[src/rtl/resp_tx_scheduler_if.sv]
// Result-source / UART-TX bundle for the response scheduler.
// master = datapath + UART side, slave = scheduler.
interface resp_tx_scheduler_if #(
    parameter int DW = 8
);
    logic [2*DW-1:0] ALU_OUT;
    logic            OUT_VALID;
    logic [DW-1:0]   RdData;
    logic            RdData_Valid;
    logic            Busy;
    logic [DW-1:0]   TX_P_DATA;
    logic            TX_D_VLD;
    logic            clk_div_en;
    logic            fifo_full;
    logic [7:0]      drop_cnt;

    modport master (
        output ALU_OUT, OUT_VALID, RdData, RdData_Valid, Busy,
        input  TX_P_DATA, TX_D_VLD, clk_div_en, fifo_full, drop_cnt
    );

    modport slave (
        input  ALU_OUT, OUT_VALID, RdData, RdData_Valid, Busy,
        output TX_P_DATA, TX_D_VLD, clk_div_en, fifo_full, drop_cnt
    );
endinterface

[src/rtl/resp_tx_scheduler.sv]
// Response scheduler: queues RdData / ALU bytes in a small FIFO and
// sequences them to the UART with a level valid / Busy handshake.
module resp_tx_scheduler #(
    parameter int DATA_WIDTH = 8,
    parameter int DEPTH      = 4
) (
    input logic CLK,
    input logic RST,
    resp_tx_scheduler_if.slave bus
);
    localparam int ALU_WIDTH = 2 * DATA_WIDTH;
    localparam int AW = $clog2(DEPTH);
    localparam int CW = AW + 1;
    localparam logic [CW-1:0] DEPTH_C = CW'(DEPTH);

    typedef enum logic [1:0] {
        IDLE,
        SEND,
        WAIT_DONE
    } state_t;

    state_t state_q, state_d;

    logic [DATA_WIDTH-1:0] mem [DEPTH];
    logic [AW-1:0] wptr_q, rptr_q, alu_base;
    logic [CW-1:0] occ_q, free, free_after;
    logic          rd_grant, alu_grant, rd_drop, alu_drop, pop;
    logic [1:0]    drop_inc;
    logic [8:0]    drop_sum;
    logic [7:0]    drop_q;
    logic [DATA_WIDTH-1:0] tx_data_q;
    logic          tx_vld_q;
    logic [ALU_WIDTH-1:0]  alu_word;

    // free space is taken at cycle start; a same-cycle pop does not help
    assign free       = DEPTH_C - occ_q;
    assign rd_grant   = bus.RdData_Valid && (free != '0);
    assign free_after = free - CW'(rd_grant);
    assign alu_grant  = bus.OUT_VALID && (free_after >= CW'(2));
    assign rd_drop    = bus.RdData_Valid && !rd_grant;
    assign alu_drop   = bus.OUT_VALID && !alu_grant;
    assign drop_inc   = {1'b0, rd_drop} + {1'b0, alu_drop};
    assign drop_sum   = {1'b0, drop_q} + 9'(drop_inc);
    assign alu_base   = rd_grant ? wptr_q + AW'(1) : wptr_q;
    assign alu_word   = bus.ALU_OUT;

    always_comb begin
        state_d = state_q;
        pop     = 1'b0;
        unique case (state_q)
            IDLE: begin
                if (occ_q != '0 && !bus.Busy) begin
                    pop     = 1'b1;
                    state_d = SEND;
                end
            end
            SEND: begin
                if (bus.Busy) state_d = WAIT_DONE;
            end
            WAIT_DONE: begin
                if (!bus.Busy) state_d = IDLE;
            end
            default: state_d = IDLE;
        endcase
    end

    always_ff @(posedge CLK or posedge RST) begin
        if (RST) state_q <= IDLE;
        else     state_q <= state_d;
    end

    always_ff @(posedge CLK) begin
        if (rd_grant) mem[wptr_q] <= bus.RdData;
        if (alu_grant) begin
            mem[alu_base]          <= alu_word[DATA_WIDTH-1:0];
            mem[alu_base + AW'(1)] <= alu_word[ALU_WIDTH-1:DATA_WIDTH];
        end
    end

    always_ff @(posedge CLK or posedge RST) begin
        if (RST) begin
            wptr_q <= '0;
            rptr_q <= '0;
            occ_q  <= '0;
        end else begin
            wptr_q <= wptr_q + AW'(rd_grant) + (alu_grant ? AW'(2) : AW'(0));
            rptr_q <= rptr_q + AW'(pop);
            occ_q  <= occ_q + CW'(rd_grant)
                    + (alu_grant ? CW'(2) : CW'(0)) - CW'(pop);
        end
    end

    always_ff @(posedge CLK or posedge RST) begin
        if (RST) begin
            drop_q <= '0;
        end else if (drop_sum[8]) begin
            drop_q <= 8'hFF;
        end else begin
            drop_q <= drop_sum[7:0];
        end
    end

    always_ff @(posedge CLK or posedge RST) begin
        if (RST) begin
            tx_data_q <= '0;
            tx_vld_q  <= 1'b0;
        end else begin
            tx_vld_q <= (state_d == SEND);
            if (pop) tx_data_q <= mem[rptr_q];
        end
    end

    assign bus.TX_P_DATA  = tx_data_q;
    assign bus.TX_D_VLD   = tx_vld_q;
    assign bus.clk_div_en = !RST;
    assign bus.fifo_full  = (occ_q == DEPTH_C);
    assign bus.drop_cnt   = drop_q;
endmodule

[src/flat_wrapper.sv]
// flat-port wrapper written by rule: the top's interface ports become plain ports
module resp_tx_scheduler_flat 
#(
    parameter int DATA_WIDTH = 8,
    parameter int DEPTH      = 4
)
  (CLK, RST, bus_ALU_OUT, bus_OUT_VALID, bus_RdData, bus_RdData_Valid, bus_Busy, bus_TX_P_DATA, bus_TX_D_VLD, bus_clk_div_en, bus_fifo_full, bus_drop_cnt);
  resp_tx_scheduler_if #(.DW(8)) bus_i ();
  input logic CLK;
  input logic RST;
  input wire logic [$bits(bus_i.ALU_OUT)-1:0] bus_ALU_OUT;
  input wire logic [$bits(bus_i.OUT_VALID)-1:0] bus_OUT_VALID;
  input wire logic [$bits(bus_i.RdData)-1:0] bus_RdData;
  input wire logic [$bits(bus_i.RdData_Valid)-1:0] bus_RdData_Valid;
  input wire logic [$bits(bus_i.Busy)-1:0] bus_Busy;
  output wire logic [$bits(bus_i.TX_P_DATA)-1:0] bus_TX_P_DATA;
  output wire logic [$bits(bus_i.TX_D_VLD)-1:0] bus_TX_D_VLD;
  output wire logic [$bits(bus_i.clk_div_en)-1:0] bus_clk_div_en;
  output wire logic [$bits(bus_i.fifo_full)-1:0] bus_fifo_full;
  output wire logic [$bits(bus_i.drop_cnt)-1:0] bus_drop_cnt;
  assign bus_i.ALU_OUT = bus_ALU_OUT;
  assign bus_i.OUT_VALID = bus_OUT_VALID;
  assign bus_i.RdData = bus_RdData;
  assign bus_i.RdData_Valid = bus_RdData_Valid;
  assign bus_i.Busy = bus_Busy;
  assign bus_TX_P_DATA = bus_i.TX_P_DATA;
  assign bus_TX_D_VLD = bus_i.TX_D_VLD;
  assign bus_clk_div_en = bus_i.clk_div_en;
  assign bus_fifo_full = bus_i.fifo_full;
  assign bus_drop_cnt = bus_i.drop_cnt;
  resp_tx_scheduler #(.DATA_WIDTH(DATA_WIDTH), .DEPTH(DEPTH)) u_core (.CLK(CLK), .RST(RST), .bus(bus_i));
endmodule
[config.mk]
export PLATFORM = sky130hd
export DESIGN_NAME = resp_tx_scheduler_flat
export DESIGN_NICKNAME = d
export VERILOG_FILES = /design/src/rtl/resp_tx_scheduler_if.sv /design/src/rtl/resp_tx_scheduler.sv /design/src/flat_wrapper.sv
export SDC_FILE = /design/constraint.sdc
export NUM_CORES = 1
export LEC_CHECK = 0
export BUFFER_PORTS_ARGS = -buffer_cell sky130_fd_sc_hd__clkbuf_2
export CORE_MARGIN = 4
export CORE_UTILIZATION = 45
export CTS_CLUSTER_SIZE = 25
export DETAILED_ROUTE_END_ITERATION = 6
export SLEW_MARGIN = 5
export SYNTH_ARGS = -nofsm -noshare
export SYNTH_HDL_FRONTEND = slang
export SYNTH_SLANG_ARGS = --single-unit
[constraint.sdc]
create_clock -name CLK -period 9.2 [get_ports CLK]
set_clock_uncertainty 0.1 [all_clocks]
set_input_delay 0.46 -clock CLK [delete_from_list [all_inputs] [get_ports CLK]]
set_output_delay 0.46 -clock CLK [all_outputs]
set_load 0.01 [all_outputs]
## After elaboration in Yosys (flattened, before gate mapping)

Memory sizes are Yosys's and may differ from the RTL's. A register that Yosys moved wholly into a read port is not among the register bits.
Index checks and enable logic that the tools add are counted.

| word-level totals | value |
|---|---|
| flip-flop bits (word level) | 18 |
| bits in writable memories | 32 |
| bits of input ports | 29 |
| output and inout port bits | 19 |
| word-level logic and storage cells | 50 |
| memories kept | 1 |

Memories:

| name | depth | bits a word | rd ports | clocked after Yosys merged registers in | write ports | RTL line | text |
|---|---|---|---|---|---|---|---|
| u_core.mem | 4 | 8 | 1 | 1 | 3 | resp_tx_scheduler.sv:24 | `logic [DATA_WIDTH-1:0] mem [DEPTH];` |

| operators by class | value |
|---|---|
| add/sub/neg operators | 12 |
| $lt $le $gt $ge | 1 |
| equality and inequality tests | 4 |
| muxes and demuxes | 14 |
| reduce and logical (&&, ||, !) cells | 12 |

Operators by type and width:

| operator | count |
|---|---|
| 2-to-1 mux 2 bit | 6 |
| adder 8 x 2 -> 9 bit | 1 |
| 2-to-1 mux 8 bit | 1 |
| 2-to-1 mux 1 bit | 6 |
| case mux 2 bit (3 select lines) | 1 |
| nonzero test 3 bit | 2 |
| subtractor 3 x 1 -> 3 bit | 2 |
| logical AND 1 bit | 5 |
| adder 2 x 1 -> 2 bit | 2 |
| adder 2 x 1 -> 2 bit, second input constant | 2 |
| equality test 2 x 1 -> 1 bit, second input constant | 2 |
| zero test 1 bit | 4 |
| adder 3 x 1 -> 3 bit | 1 |
| adder 3 bit | 1 |
| equality test 3 bit, second input constant | 1 |
| >= comparator 3 x 2 -> 1 bit, second input constant | 1 |
| subtractor 3 bit, first input constant | 1 |
| adder 1 x 1 -> 2 bit | 1 |
| adder 2 bit | 1 |
| equality test 2 bit, second input constant | 1 |
| zero test 2 bit | 1 |

## Logic depth before layout (Yosys ltp)

| logic depth | value |
|---|---|
| word-level depth | 11 |
| depth in mapped cells | 17 |
| depth with buffers taken out | 15 |

## Least setup slack after synthesis

No wires, ideal clock.

| timing | value |
|---|---|
| path kind | reg2reg |
| start | reg u_core.occ_q[0] |
| end | reg u_core.occ_q[2] |
| library setup time | 0.123 ns |
| arrival time | 3.368 ns |
| slack | 5.609 ns |
| cell stages (with the launch flop) | 18 |
| path buffers | 3 |
| cell sequence | dfrtp_1 inv_1 ha_1 ha_1 nand2b_1 buf_2 buf_2 inv_1 ha_1 ha_1 xor2_1 a21boi_2 inv_2 buf_2 ha_1 fa_1 xor2_1 xnor2_1 |

| between the ends | value |
|---|---|
| cells in the longest elaborated chain, start to end | 9 |
| elaborated cells between the ends (all ways) | 14 |
| classes of those cells | add/sub: 5; order compare: 1; mux: 3; reduce/logical: 5 |

RTL lines:

| element | RTL line | text |
|---|---|---|
| start: declaration | resp_tx_scheduler.sv:26 | `logic [CW-1:0] occ_q, free, free_after;` |
| start signal: assignment | resp_tx_scheduler.sv:88 | `occ_q <= occ_q + CW'(rd_grant)` |
| subtractor 3 bit | resp_tx_scheduler.sv:36 | `assign free = DEPTH_C - occ_q;` |
| nonzero test 3 bit | resp_tx_scheduler.sv:37 | `assign rd_grant = bus.RdData_Valid && (free != '0);` |
| logical AND 1 bit | resp_tx_scheduler.sv:37 |  |
| subtractor 3 x 1 -> 3 bit | resp_tx_scheduler.sv:38 | `assign free_after = free - CW'(rd_grant);` |
| >= comparator 3 x 2 -> 1 bit | resp_tx_scheduler.sv:39 | `assign alu_grant = bus.OUT_VALID && (free_after >= CW'(2));` |
| logical AND 1 bit | resp_tx_scheduler.sv:39 |  |
| 2-to-1 mux 2 bit | resp_tx_scheduler.sv:89 | `+ (alu_grant ? CW'(2) : CW'(0)) - CW'(pop);` |
| adder 3 bit | resp_tx_scheduler.sv:89 |  |
| subtractor 3 x 1 -> 3 bit (*) | resp_tx_scheduler.sv:89 |  |

Every way passes the cells marked *; elsewhere a longest branch is shown, timed or not.

==> summary.txt <==
Run status
  • Status: completed

Global routing
  • Largest net degree at the start of global routing: 67
  • Total GRT Usage: between 10% and 20%
  • First-pass GRT wire length: between 10,000 and 15,000 um
  • Vias in the first global route: around 2,500
  • Global route total overflow: 0
  • Initial antenna violation count: 0

Min path
  • Worst hold path class: in -> async

Timing
  • Worst-Margin Slew: 1180 ps
  • Final Hold Viols: 0
  • Final hold slack: 57.9 ps
  • Worst slew margin: a little over a fifth
  • Fmax: 191 MHz
  • Setup_tns: 0 ps
  • RSZ-0062 raised after global routing: no
  • Tmin final: between 5000 and 6000 ps
  • Period utilization: between 50% and 60%
  • Final setup viols: 0
  • Final Slew Violations: 0

Placed design
  • Global placement routability congestion: 0.793
  • Buffers on Ports: 47
  • Final HPWL from detailed placement: around 5700 um

Setup path
  • Cells along the critical path: inv_1 > ha_1 > ha_1 > nand2b_1 > inv_1 > ha_1 > ha_1 > xor2_1 > a21boi_4 > inv_2 > o21ai_0
  • CP Data Required Time: 9040 ps
  • Critical Path Sink Type: register
  • Critical Path Start Type: register
  • Critical path class: reg -> reg
  • Max FO, Critical Path: 51
  • Slowest cell on crit path: o21ai_0
  • Critical Path Most Common Cell: ha_1
  • Critical path's largest stage delay: between 900 and 1000 ps
  • Crit path DAT: 5080 ps

Yosys
  • Dominant cell by count in the synthesized netlist: nand3_1
  • Post-Synthesis Cells: 340
  • Post-synthesis sequential area ratio: between 40 and 50%
  • Seq cells post-synth: 58
  • Post-synth EDFFs: 32
  • List of most frequent post-synthesis cells: nand3_1, a21oi_1, edfxtp_1
  • Post-Syn Nets: approximately 390
  • Yosys warns: 0
  • Top FF cell, synth: edfxtp_1
  • Unique masters post-synth: 36
  • Area share of the largest cell type after synthesis: a little over a quarter
  • Synth Area per Inst: between 10 and 15 um2
  • Syn Std Cell Area: about 3600 um2
  • Synth area leaders: edfxtp_1, dfrtp_1, ha_1, mux4_2, nand3_1
  • Area leader, netlist: edfxtp_1
  • Synth async-reset ratio: between 40 and 50%

Pwr
  • Clock share of power: 15.1%
  • Pleak: 1.70 nW
  • NetSw: ~0.7 mW
  • Sequential share of power: ~33%
  • Worst VDD drop: 0.213 mV
  • Final Power: about 1.7 mW
  • Int Power: slightly below 1 mW
  • Net Sw Frac: roughly 42%
  • Comb pwr share: ~52%
  • PwrDens: about 410 nW/um2

Clock network
  • Hold buffers post-CTS: 0
  • CTS sink cnt: between 50 and 60
  • CTS clk-pin slew, worst paths: 60 ps
  • CTS buffer count: 9
  • Clock root cell: clkbuf_8
  • Post-cts sizing count: 0
  • CTS Buffer Depth: 2
  • CTS tree: yes
  • Worst skew pair latency: ~330 ps
  • H-tree lvl count: 3
  • Setup Fix Bufs, Post-CTS: 0

Drt
  • Detailed Routing Iterations Pass 1: 4
  • Number of remaining DRC errors: 0
  • Drt wl/cell: between 15 and 20 um
  • Post-DRT Antenna Nets: 0
  • Vias: ~2,700
  • Final WL: around 8000 um
  • Iter 0 DRT Violations: between 200 and 250
  • Vias per cell: about 5.7

Layout
  • # diodes: 0
  • Layout Nets: 418
  • Layout cells sized above 1: between 20% and 30%
  • # fillers: ~720
  • Area growth from synthesis to layout: 12.5%

Die
  • # rows: 32
  • Die span in y: about 98 um
  • Die area: roughly 9600 um2
  • Core Footprint: between 7000 and 8000 um2
  • Initial Util: a little under half
  • Boundary Pins: between 40 and 50
  • Die width: between 90 and 100 um

Flow run
  • MaxCap Viol Count: 0
==> per-layer routing <==
layer	wire, um	share of wire (%)	track usage (%)
met4	146	1.9	7.03
met3	398	5.1	2.50
met5	0	0	0
met2	3370	43	23.7
met1	3910	50	27.4
==> path summary, 6_finish.rpt <==
kind | start | endpoint | slack [ps] | cells past startpoint
max in group asynchronous | RST | u_core.bus.drop_cnt[1] | 8680 | 3
worst max-delay path | u_core.occ_q[0] | u_core.mem[0][0] | 3960 | 11
worst min-delay path | RST | u_core.bus.TX_P_DATA[5] | 60 | 3
min in group CLK | bus_Busy | u_core.bus.TX_D_VLD | 280 | 2
worst max register to register | u_core.occ_q[0] | u_core.mem[0][0] | 3960 | 11
worst min register to register | u_core.bus.TX_P_DATA[5] | u_core.bus.TX_P_DATA[5] | 410 | 1
==> state kept, by name, indices dropped and copies added, names as in the netlist <==
register	flops
u_core.bus.TX_D_VLD	1
u_core.bus.TX_P_DATA	8
u_core.bus.drop_cnt	8
u_core.mem	32
u_core.occ_q	3
u_core.rptr_q	2
u_core.state_q	2
u_core.wptr_q	2
==> metrics by stage <==
step / instance area, um2 / util, % / setup WS [ps] / instances
after global routing: 4080 / 52.5 / 3500 / 479
final: 4080 / 52.5 / 3960 / 479
after CTS: 4080 / 52.5 / 3970 / 479
after global placement: 3860 / 49.7 / 4170 / 463
after floorplan: 3620 / - / 5610 / 340
after detailed placement: 3860 / 49.7 / 4030 / 463
==> critical path: cells and delay by family (launching register included) <==
family | cells | cell delay [ps]
compound gates | 2 | 1880
fa+ha+maj | 4 | 850
buf+inv | 3 | 820
simple gates | 1 | 610
flops | 1 | 370
xor+xnor | 1 | 190
==> logic make-up (layout without fill, tap and decap cells) <==
group | Yosys count | count (layout) | share of synthesized area [%]
AND/OR/NAND/NOR | 103 | 103 | 15.5
buffers and inverters | 49 | 86 | 6.39
multiplexers | 26 | 26 | 10.3
AO/OA/AOI/OAI | 77 | 77 | 14.7
XOR/XNOR | 10 | 10 | 2.42
adder cells (fa/ha/maj) | 17 | 17 | 6.28
flip-flops | 58 | 58 | 44.5
==> cell usage in the layout (no fill, tap or decap), types with 2 or more instances in the layout <==
cell       instances
clkinv_2           2
dfrtp_1           26
a211oi_1          10
nor2b_1            9
clkbuf_8          10
mux2i_1            9
ha_1              14
edfxtp_1          32
clkbuf_2          47
a221oi_1          16
a21oi_1           33
mux2_2             9
and2_1            10
xor2_1             5
a31oi_1            2
a2111oi_0          8
mux4_2             8
nor2_2             2
nand2b_1           3
nand3_1           34
fa_1               2
a21o_1             3
nand4_1           17
nand2_1           14
nor2_1            10
buf_4              2
o21ai_0            2
bufinv_16          2
inv_1             20
xnor2_1            5
==> cell type report <==
| cell class | instances | area [um2] | area share, % |
|---|---|---|---|
| repair buffers | 49 | 250 | 6.14 |
| clock inverters | 5 | 77.6 | 1.90 |
| clock buffers | 11 | 141 | 3.47 |
| flip-flops and latches | 58 | 1610 | 39.5 |
| inverters | 21 | 78.8 | 1.93 |
| well taps | 102 | 128 | 3.13 |
| multi-input cells | 233 | 1790 | 43.9 |
==> power groups by stage <==
stage / logic, mW / registers [mW] / clock network (mW)
2_1_floorplan: 0.718 / 0.529 / 0
3_3_place_gp: 0.857 / 0.560 / 0
3_5_place_dp: 0.870 / 0.565 / 0
4_1_cts: 0.874 / 0.561 / 0.262
5_1_grt: 0.974 / 0.579 / 0.273
6_report: 0.868 / 0.559 / 0.254
(Power assumes the default switching activity.)
